===== config.mk =====
export PLATFORM = sky130hd
export DESIGN_NAME = data_ram_loader_flat
export DESIGN_NICKNAME = d
export VERILOG_FILES = /design/src/rtl/riscq_pkg.sv /design/src/rtl/data_ram_loader_if.sv /design/src/rtl/loader_word_packer.sv /design/src/rtl/data_ram_loader.sv /design/src/flat_wrapper.sv
export SDC_FILE = /design/constraint.sdc
export NUM_CORES = 1
export LEC_CHECK = 0
export ABC_AREA = 0
export CORE_UTILIZATION = 55
export CTS_BUF_LIST = sky130_fd_sc_hd__clkbuf_4 sky130_fd_sc_hd__clkbuf_8 sky130_fd_sc_hd__clkbuf_16
export DETAILED_ROUTE_END_ITERATION = 6
export DONT_BUFFER_PORTS = 1
export PLACE_DENSITY = 0.69
export SETUP_SLACK_MARGIN = 0.15
export SYNTH_ARGS = -nofsm -noshare
export SYNTH_HDL_FRONTEND = slang
export SYNTH_HIERARCHICAL = 1
export SYNTH_SLANG_ARGS = --single-unit

===== constraint.sdc =====
create_clock -name i_clk -period 3.6 [get_ports i_clk]
set_input_delay 0.36 -clock i_clk [delete_from_list [all_inputs] [get_ports i_clk]]
set_output_delay 0.36 -clock i_clk [all_outputs]
set_load 0.01 [all_outputs]

===== src/rtl/riscq_pkg.sv =====
// Shared loader definitions: FSM state encoding and data RAM geometry.
package riscq_pkg;

    localparam int RAM_ADDR_W = 12;
    localparam int RAM_WORDS  = 4096;

    typedef enum logic [2:0] {
        ST_IDLE = 3'd0,
        ST_HDR0 = 3'd1,
        ST_HDR1 = 3'd2,
        ST_DATA = 3'd3,
        ST_CSUM = 3'd4,
        ST_DONE = 3'd5,
        ST_ERR  = 3'd6
    } loader_state_t;

endpackage


===== src/rtl/data_ram_loader_if.sv =====
// Byte stream from the host link plus the data RAM init write port.
interface data_ram_loader_if #(
    parameter int ADDR_W = 12
);
    logic [7:0]        rx_data;
    logic              rx_valid;
    logic              rx_ready;
    logic              init_we;
    logic [ADDR_W-1:0] init_waddr;
    logic [31:0]       init_wdata;

    modport master (
        output rx_data, rx_valid,
        input  rx_ready, init_we, init_waddr, init_wdata
    );

    modport slave (
        input  rx_data, rx_valid,
        output rx_ready, init_we, init_waddr, init_wdata
    );
endinterface


===== src/rtl/loader_word_packer.sv =====
// Packs accepted bytes little-endian into 32-bit words; word-valid pulses the cycle after the 4th byte.
module loader_word_packer (
    input  logic        i_clk,
    input  logic        i_rst,
    input  logic        i_clr,
    input  logic        i_byte_en,
    input  logic [7:0]  i_byte,
    output logic        o_word_last,
    output logic        o_word_valid,
    output logic [31:0] o_word
);
    logic [1:0]  byte_cnt;
    logic [23:0] shift_q;

    assign o_word_last = i_byte_en && (byte_cnt == 2'd3);

    always_ff @(posedge i_clk or posedge i_rst) begin
        if (i_rst) begin
            byte_cnt     <= '0;
            shift_q      <= '0;
            o_word_valid <= 1'b0;
            o_word       <= '0;
        end else begin
            o_word_valid <= o_word_last;
            if (i_clr) begin
                byte_cnt <= '0;
                shift_q  <= '0;
            end else if (i_byte_en) begin
                byte_cnt <= byte_cnt + 2'd1;
                shift_q  <= {i_byte, shift_q[23:8]};
                // o_word only moves on completion, so it holds until the next write
                if (byte_cnt == 2'd3)
                    o_word <= {i_byte, shift_q};
            end
        end
    end
endmodule


===== src/rtl/data_ram_loader.sv =====
// Boot-image loader: header count, packed data words to RAM init port, then init-done.
// Optional trailing XOR checksum byte enabled by DATA_RAM_LOADER_CHKSUM_EN.
module data_ram_loader
    import riscq_pkg::*;
#(
    parameter int ADDR_W    = RAM_ADDR_W,
    parameter int MAX_WORDS = RAM_WORDS
) (
    input  logic                i_clk,
    input  logic                i_rst,
    input  logic                i_load_start,
    data_ram_loader_if.slave    bus,
    output logic                o_init_done,
    output logic                o_init_err,
    output logic                o_busy
);
    loader_state_t     state;
    logic [7:0]        cnt_lo;
    logic [15:0]       cnt_words;
    logic [15:0]       hdr_cnt;
    logic [ADDR_W-1:0] word_idx;
    logic [ADDR_W-1:0] waddr_q;
    logic              accept;
    logic              byte_en;
    logic              start_ok;
    logic              word_last;
    logic              word_valid;
    logic              last_word;
    logic [31:0]       word;
`ifdef DATA_RAM_LOADER_CHKSUM_EN
    logic [7:0]        csum_q;
`endif

    assign bus.rx_ready   = state inside {ST_HDR0, ST_HDR1, ST_DATA, ST_CSUM};
    assign o_busy         = bus.rx_ready;
    assign accept         = bus.rx_valid && bus.rx_ready;
    assign byte_en        = accept && (state == ST_DATA);
    assign start_ok       = i_load_start && (state inside {ST_IDLE, ST_DONE, ST_ERR});
    assign hdr_cnt        = {bus.rx_data, cnt_lo};
    assign last_word      = 32'(word_idx) == 32'(cnt_words) - 32'd1;
    assign bus.init_we    = word_valid;
    assign bus.init_waddr = waddr_q;
    assign bus.init_wdata = word;

    loader_word_packer u_packer (
        .i_clk        (i_clk),
        .i_rst        (i_rst),
        .i_clr        (start_ok),
        .i_byte_en    (byte_en),
        .i_byte       (bus.rx_data),
        .o_word_last  (word_last),
        .o_word_valid (word_valid),
        .o_word       (word)
    );

    always_ff @(posedge i_clk or posedge i_rst) begin
        if (i_rst) begin
            state       <= ST_IDLE;
            cnt_lo      <= '0;
            cnt_words   <= '0;
            word_idx    <= '0;
            waddr_q     <= '0;
            o_init_done <= 1'b0;
            o_init_err  <= 1'b0;
`ifdef DATA_RAM_LOADER_CHKSUM_EN
            csum_q      <= '0;
`endif
        end else begin
`ifdef DATA_RAM_LOADER_CHKSUM_EN
            if (accept && state != ST_CSUM)
                csum_q <= csum_q ^ bus.rx_data;
`endif
            case (state)
                ST_IDLE, ST_DONE, ST_ERR: begin
                    if (start_ok) begin
                        state       <= ST_HDR0;
                        word_idx    <= '0;
                        o_init_done <= 1'b0;
                        o_init_err  <= 1'b0;
`ifdef DATA_RAM_LOADER_CHKSUM_EN
                        csum_q      <= '0;
`endif
                    end else if (state == ST_DONE) begin
                        // entered the cycle of the last write strobe, so done lands one cycle later
                        o_init_done <= 1'b1;
                    end
                end
                ST_HDR0: begin
                    if (accept) begin
                        cnt_lo <= bus.rx_data;
                        state  <= ST_HDR1;
                    end
                end
                ST_HDR1: begin
                    if (accept) begin
                        cnt_words <= hdr_cnt;
                        if (32'(hdr_cnt) > 32'(MAX_WORDS)) begin
                            state      <= ST_ERR;
                            o_init_err <= 1'b1;
                        end else if (hdr_cnt == 16'd0) begin
`ifdef DATA_RAM_LOADER_CHKSUM_EN
                            state <= ST_CSUM;
`else
                            state <= ST_DONE;
`endif
                        end else begin
                            state <= ST_DATA;
                        end
                    end
                end
                ST_DATA: begin
                    if (word_last) begin
                        waddr_q  <= word_idx;
                        word_idx <= word_idx + ADDR_W'(1);
                        if (last_word) begin
`ifdef DATA_RAM_LOADER_CHKSUM_EN
                            state <= ST_CSUM;
`else
                            state <= ST_DONE;
`endif
                        end
                    end
                end
`ifdef DATA_RAM_LOADER_CHKSUM_EN
                ST_CSUM: begin
                    if (accept) begin
                        if (bus.rx_data == csum_q) begin
                            state       <= ST_DONE;
                            o_init_done <= 1'b1;
                        end else begin
                            state      <= ST_ERR;
                            o_init_err <= 1'b1;
                        end
                    end
                end
`endif
                default: state <= ST_IDLE;
            endcase
        end
    end
endmodule


===== src/flat_wrapper.sv =====
// flat-port wrapper written by rule: the top's interface ports become plain ports
module data_ram_loader_flat import riscq_pkg::*;
#(
    parameter int ADDR_W    = RAM_ADDR_W,
    parameter int MAX_WORDS = RAM_WORDS
)
  (i_clk, i_rst, i_load_start, o_init_done, o_init_err, o_busy, bus_rx_data, bus_rx_valid, bus_rx_ready, bus_init_we, bus_init_waddr, bus_init_wdata);
  data_ram_loader_if #(.ADDR_W(ADDR_W)) bus_i ();
  input  logic i_clk;
  input  logic i_rst;
  input  logic i_load_start;
  output logic o_init_done;
  output logic o_init_err;
  output logic o_busy;
  input wire logic [$bits(bus_i.rx_data)-1:0] bus_rx_data;
  input wire logic [$bits(bus_i.rx_valid)-1:0] bus_rx_valid;
  output wire logic [$bits(bus_i.rx_ready)-1:0] bus_rx_ready;
  output wire logic [$bits(bus_i.init_we)-1:0] bus_init_we;
  output wire logic [$bits(bus_i.init_waddr)-1:0] bus_init_waddr;
  output wire logic [$bits(bus_i.init_wdata)-1:0] bus_init_wdata;
  assign bus_i.rx_data = bus_rx_data;
  assign bus_i.rx_valid = bus_rx_valid;
  assign bus_rx_ready = bus_i.rx_ready;
  assign bus_init_we = bus_i.init_we;
  assign bus_init_waddr = bus_i.init_waddr;
  assign bus_init_wdata = bus_i.init_wdata;
  data_ram_loader #(.ADDR_W(ADDR_W), .MAX_WORDS(MAX_WORDS)) u_core (.i_clk(i_clk), .i_rst(i_rst), .i_load_start(i_load_start), .bus(bus_i), .o_init_done(o_init_done), .o_init_err(o_init_err), .o_busy(o_busy));
endmodule

==> impl_metrics.env <==
export IMPL_fin_worst_skew_ps=15.2
export IMPL_clk_path_buf_depth=2
export IMPL_worstSetupPathType="reg -> reg"
export IMPL_start_util_pct=56.6
export IMPL_yosysWarnings=6
export IMPL_power_mw=4.01
export IMPL_cp_end_kind="flop"
export IMPL_fp_dieW_um=99.5
export IMPL_period_needed_ps=2540
export IMPL_top_level_ports=61
export IMPL_synth_enable_flop_cells=0
export IMPL_die_h_um=99.5
export IMPL_cp_num_buf_inv=1
export IMPL_max_freq_mhz=393
export IMPL_grt_start_max_net_pins=54
export IMPL_final_fill_count=762
export IMPL_crit_path_max_incr_delay_ps=600
export IMPL_crit_required_ps=3870
export IMPL_multi_input_area_mm2=0.00228
export IMPL_setup_slack_ps=1060
export IMPL_async_reset_ff_share_pct=100
export IMPL_worst_pin_slew_ps=1060
export IMPL_die_area_mm2=0.00990
export IMPL_slew_limit_headroom_pct=29.4
export IMPL_register_area_mm2=0.00280
export IMPL_vias_per_cell=5.63
export IMPL_post_dp_cell_area_mm2=0.00531
export IMPL_cp_top_family="simple AND/OR/NAND/NOR gates"
export IMPL_clockRootBuffer="clkbuf_8"
export IMPL_timing_rr_end="u_core/u_packer/o_word[14]$_DFFE_PP0P_"
export IMPL_globalRouteTotalUtil_pct=22.0
export IMPL_synth_cell_type_count=52
export IMPL_fin_util_pct=60.1
export IMPL_areaGrowthSynthToFinish_pct=6.32
export IMPL_post_drt_wl_per_cell_um=17.2
export IMPL_hold_viol=0
export IMPL_cts_hold_fix_buffers=0
export IMPL_syn_avg_cell_area_um2=11.7
export IMPL_power_leakage_nw=2.65
export IMPL_postCtsSetupBuffers=0
export IMPL_clkSinkCount=112
export IMPL_setup_violations=0
export IMPL_reg2reg_from="u_core/state[2]$_DFFE_PP0P_"
export IMPL_ctsResizeCount=0
export IMPL_h_tree_depth=3
export IMPL_cp_max_fo=32
export IMPL_finish_instance_area_mm2=0.00556
export IMPL_synth_seq_cells=112
export IMPL_clkTransAtPathRegs_ps=110
export IMPL_pre_cts_slack_ps=1050
export IMPL_gp_congestion=0.862
export IMPL_via_count=3251
export IMPL_cap_viol_max_count=0
export IMPL_numCtsBuffers=9
export IMPL_final_nets=458
export IMPL_r2r_slack_ps=1060
export IMPL_drc=0
export IMPL_dp_hpwl_um=6800
export IMPL_antenna_found_initial=0
export IMPL_yosysSeqAreaShare_pct=53.6
export IMPL_synthCells=447
export IMPL_grt_pass1_vias=3230
export IMPL_worst_path_max_delay_cell="nand3b_4"
export IMPL_io_buffers=0
export IMPL_wirelength_um=9930
export IMPL_rr_worst_depth=5
export IMPL_status="finished, final reports clean"
export IMPL_netlist_area_mm2=0.00523
export IMPL_drive_gt1_share_pct=18.5
export IMPL_power_density_mw_per_mm2=722
export IMPL_ant_nets=0
export IMPL_period_share_pct=70.6
export IMPL_path_cells="nand2b_1, nor2_4, buf_4, nand3b_4, mux2_4"
export IMPL_crit_arrival_ps=2820
export IMPL_fin_setup_tns_ps=0
export IMPL_vdd_ir_drop_max_uv=310
export IMPL_design_core_area_mm2=0.00924
export IMPL_drt_first_pass_iters=6
export IMPL_grt_pass1_wl_um=16600
export IMPL_rsz0062_at_grt="no"
export IMPL_hold_path_class="in -> async"
export IMPL_cts_tree="yes"
export IMPL_overflow=0
export IMPL_slew_viol_final=0
export IMPL_rows=35
export IMPL_syn_num_nets=462
export IMPL_ys_flop_type="dfrtp_1"
export IMPL_final_common_cell="dfrtp_1"
export IMPL_drt_initial_drc_count=197
export IMPL_clock_latency_ps=380
export IMPL_n_antenna_cell=0
export IMPL_most_common_layout_cells="112 x dfrtp_1, 50 x nand2_1, 46 x nor2_1"
export IMPL_cp_start_kind="flop"
metal layers:
metal | track usage [%] | vias to the layer above | share of wire [%]
met2 | 33.2 | 86 | 45
met5 | 0 | - | 0
li1 | - | 1540 | -
met3 | 4.99 | 14 | 5.1
met1 | 31.5 | 1611 | 48
met4 | 8.03 | 0 | 1.5
cell type report:
type | instances | share of cell area (%)
sequential | 112 | 50.4
multi-input combinational | 306 | 41.0
tap | 129 | 2.90
clock buffer | 10 | 2.48
clock inverter | 6 | 1.94
timing repair buffer | 5 | 0.675
inverter | 9 | 0.608
through the flow:
stage | instances | hold slack [ps]
final | 577 | 2.63
after detailed placement | 561 | 444
after CTS | 577 | 12.0
after global routing | 577 | 61.3
after floorplan | 447 | 468
after global placement | 561 | 434
sequential cells by signal, indices dropped and copies added, names as in the netlist:
register,count
u_core/u_packer/o_word,32
u_core/u_packer/shift_q,24
u_core/cnt_words,16
u_core/bus.init_waddr,12
u_core/word_idx,12
u_core/cnt_lo,8
u_core/state,3
u_core/u_packer/byte_cnt,2
u_core/o_init_done,1
u_core/o_init_err,1
u_core/u_packer/o_word_valid,1
cell usage after synthesis, types with 8 or more instances:
cell / n / area share (%)
xor2_1: 14 / 2.3
o21ai_0: 12 / 1.1
mux2_4: 30 / 8.6
clkbuf_1: 10 / 0.72
nor4_1: 8 / 0.96
dfrtp_1: 112 / 54
nor2_1: 47 / 3.4
a21oi_1: 10 / 0.96
nand2_1: 50 / 3.6
inv_1: 9 / 0.65
mux2_2: 24 / 5.2
mux2i_1: 28 / 5.4
nor3_1: 13 / 1.2
xnor2_1: 13 / 2.2
report_power, final:
part | internal [mW] | leakage [nW] | total (mW) | switching, mW
sequential | 1.60 | 1.50 | 2.01 | 0.414
clock | 0.429 | 0.124 | 0.878 | 0.449
combinational | 0.566 | 1.03 | 1.12 | 0.558
worst max-delay path by stage:
stage / cells past startpoint / startpoint / slack (ps) / end
detailed placement: 5 / u_core/state[2]$_DFFE_PP0P_ / 1050 / u_core/u_packer/o_word[24]$_DFFE_PP0P_
CTS: 5 / u_core/state[2]$_DFFE_PP0P_ / 1040 / u_core/u_packer/o_word[0]$_DFFE_PP0P_
finish: 5 / u_core/state[2]$_DFFE_PP0P_ / 1060 / u_core/u_packer/o_word[14]$_DFFE_PP0P_
global route: 5 / u_core/state[2]$_DFFE_PP0P_ / 900 / u_core/u_packer/o_word[0]$_DFFE_PP0P_
floorplan: 12 / u_core/state[0]$_DFFE_PP0P_ / 1010 / u_core/word_idx[7]$_DFFE_PP0P_
global placement: 6 / u_core/cnt_words[2]$_DFFE_PP0P_ / 1100 / u_core/state[1]$_DFFE_PP0P_
worst reg2reg max path, stage by stage (launching register included):
cell	delay (ps)
dfrtp_1	520
nand2b_1	270
nor2_4	130
buf_4	420
nand3b_4	610
mux2_4	510
cell families (layout without fill, tap and decap cells):
| kind of cell | after synthesis | count (layout) | synth area share, % |
|---|---|---|---|
| multiplexers | 82 | 82 | 19.1 |
| adder cells (fa/ha/maj) | 3 | 3 | 0.718 |
| buffers and inverters | 29 | 30 | 2.97 |
| flip-flops | 112 | 112 | 53.6 |
| XOR/XNOR | 27 | 27 | 4.52 |
| AND/OR/NAND/NOR | 152 | 152 | 13.8 |
| AO/OA/AOI/OAI | 42 | 42 | 5.24 |
Power figures use the tool's default switching activity.
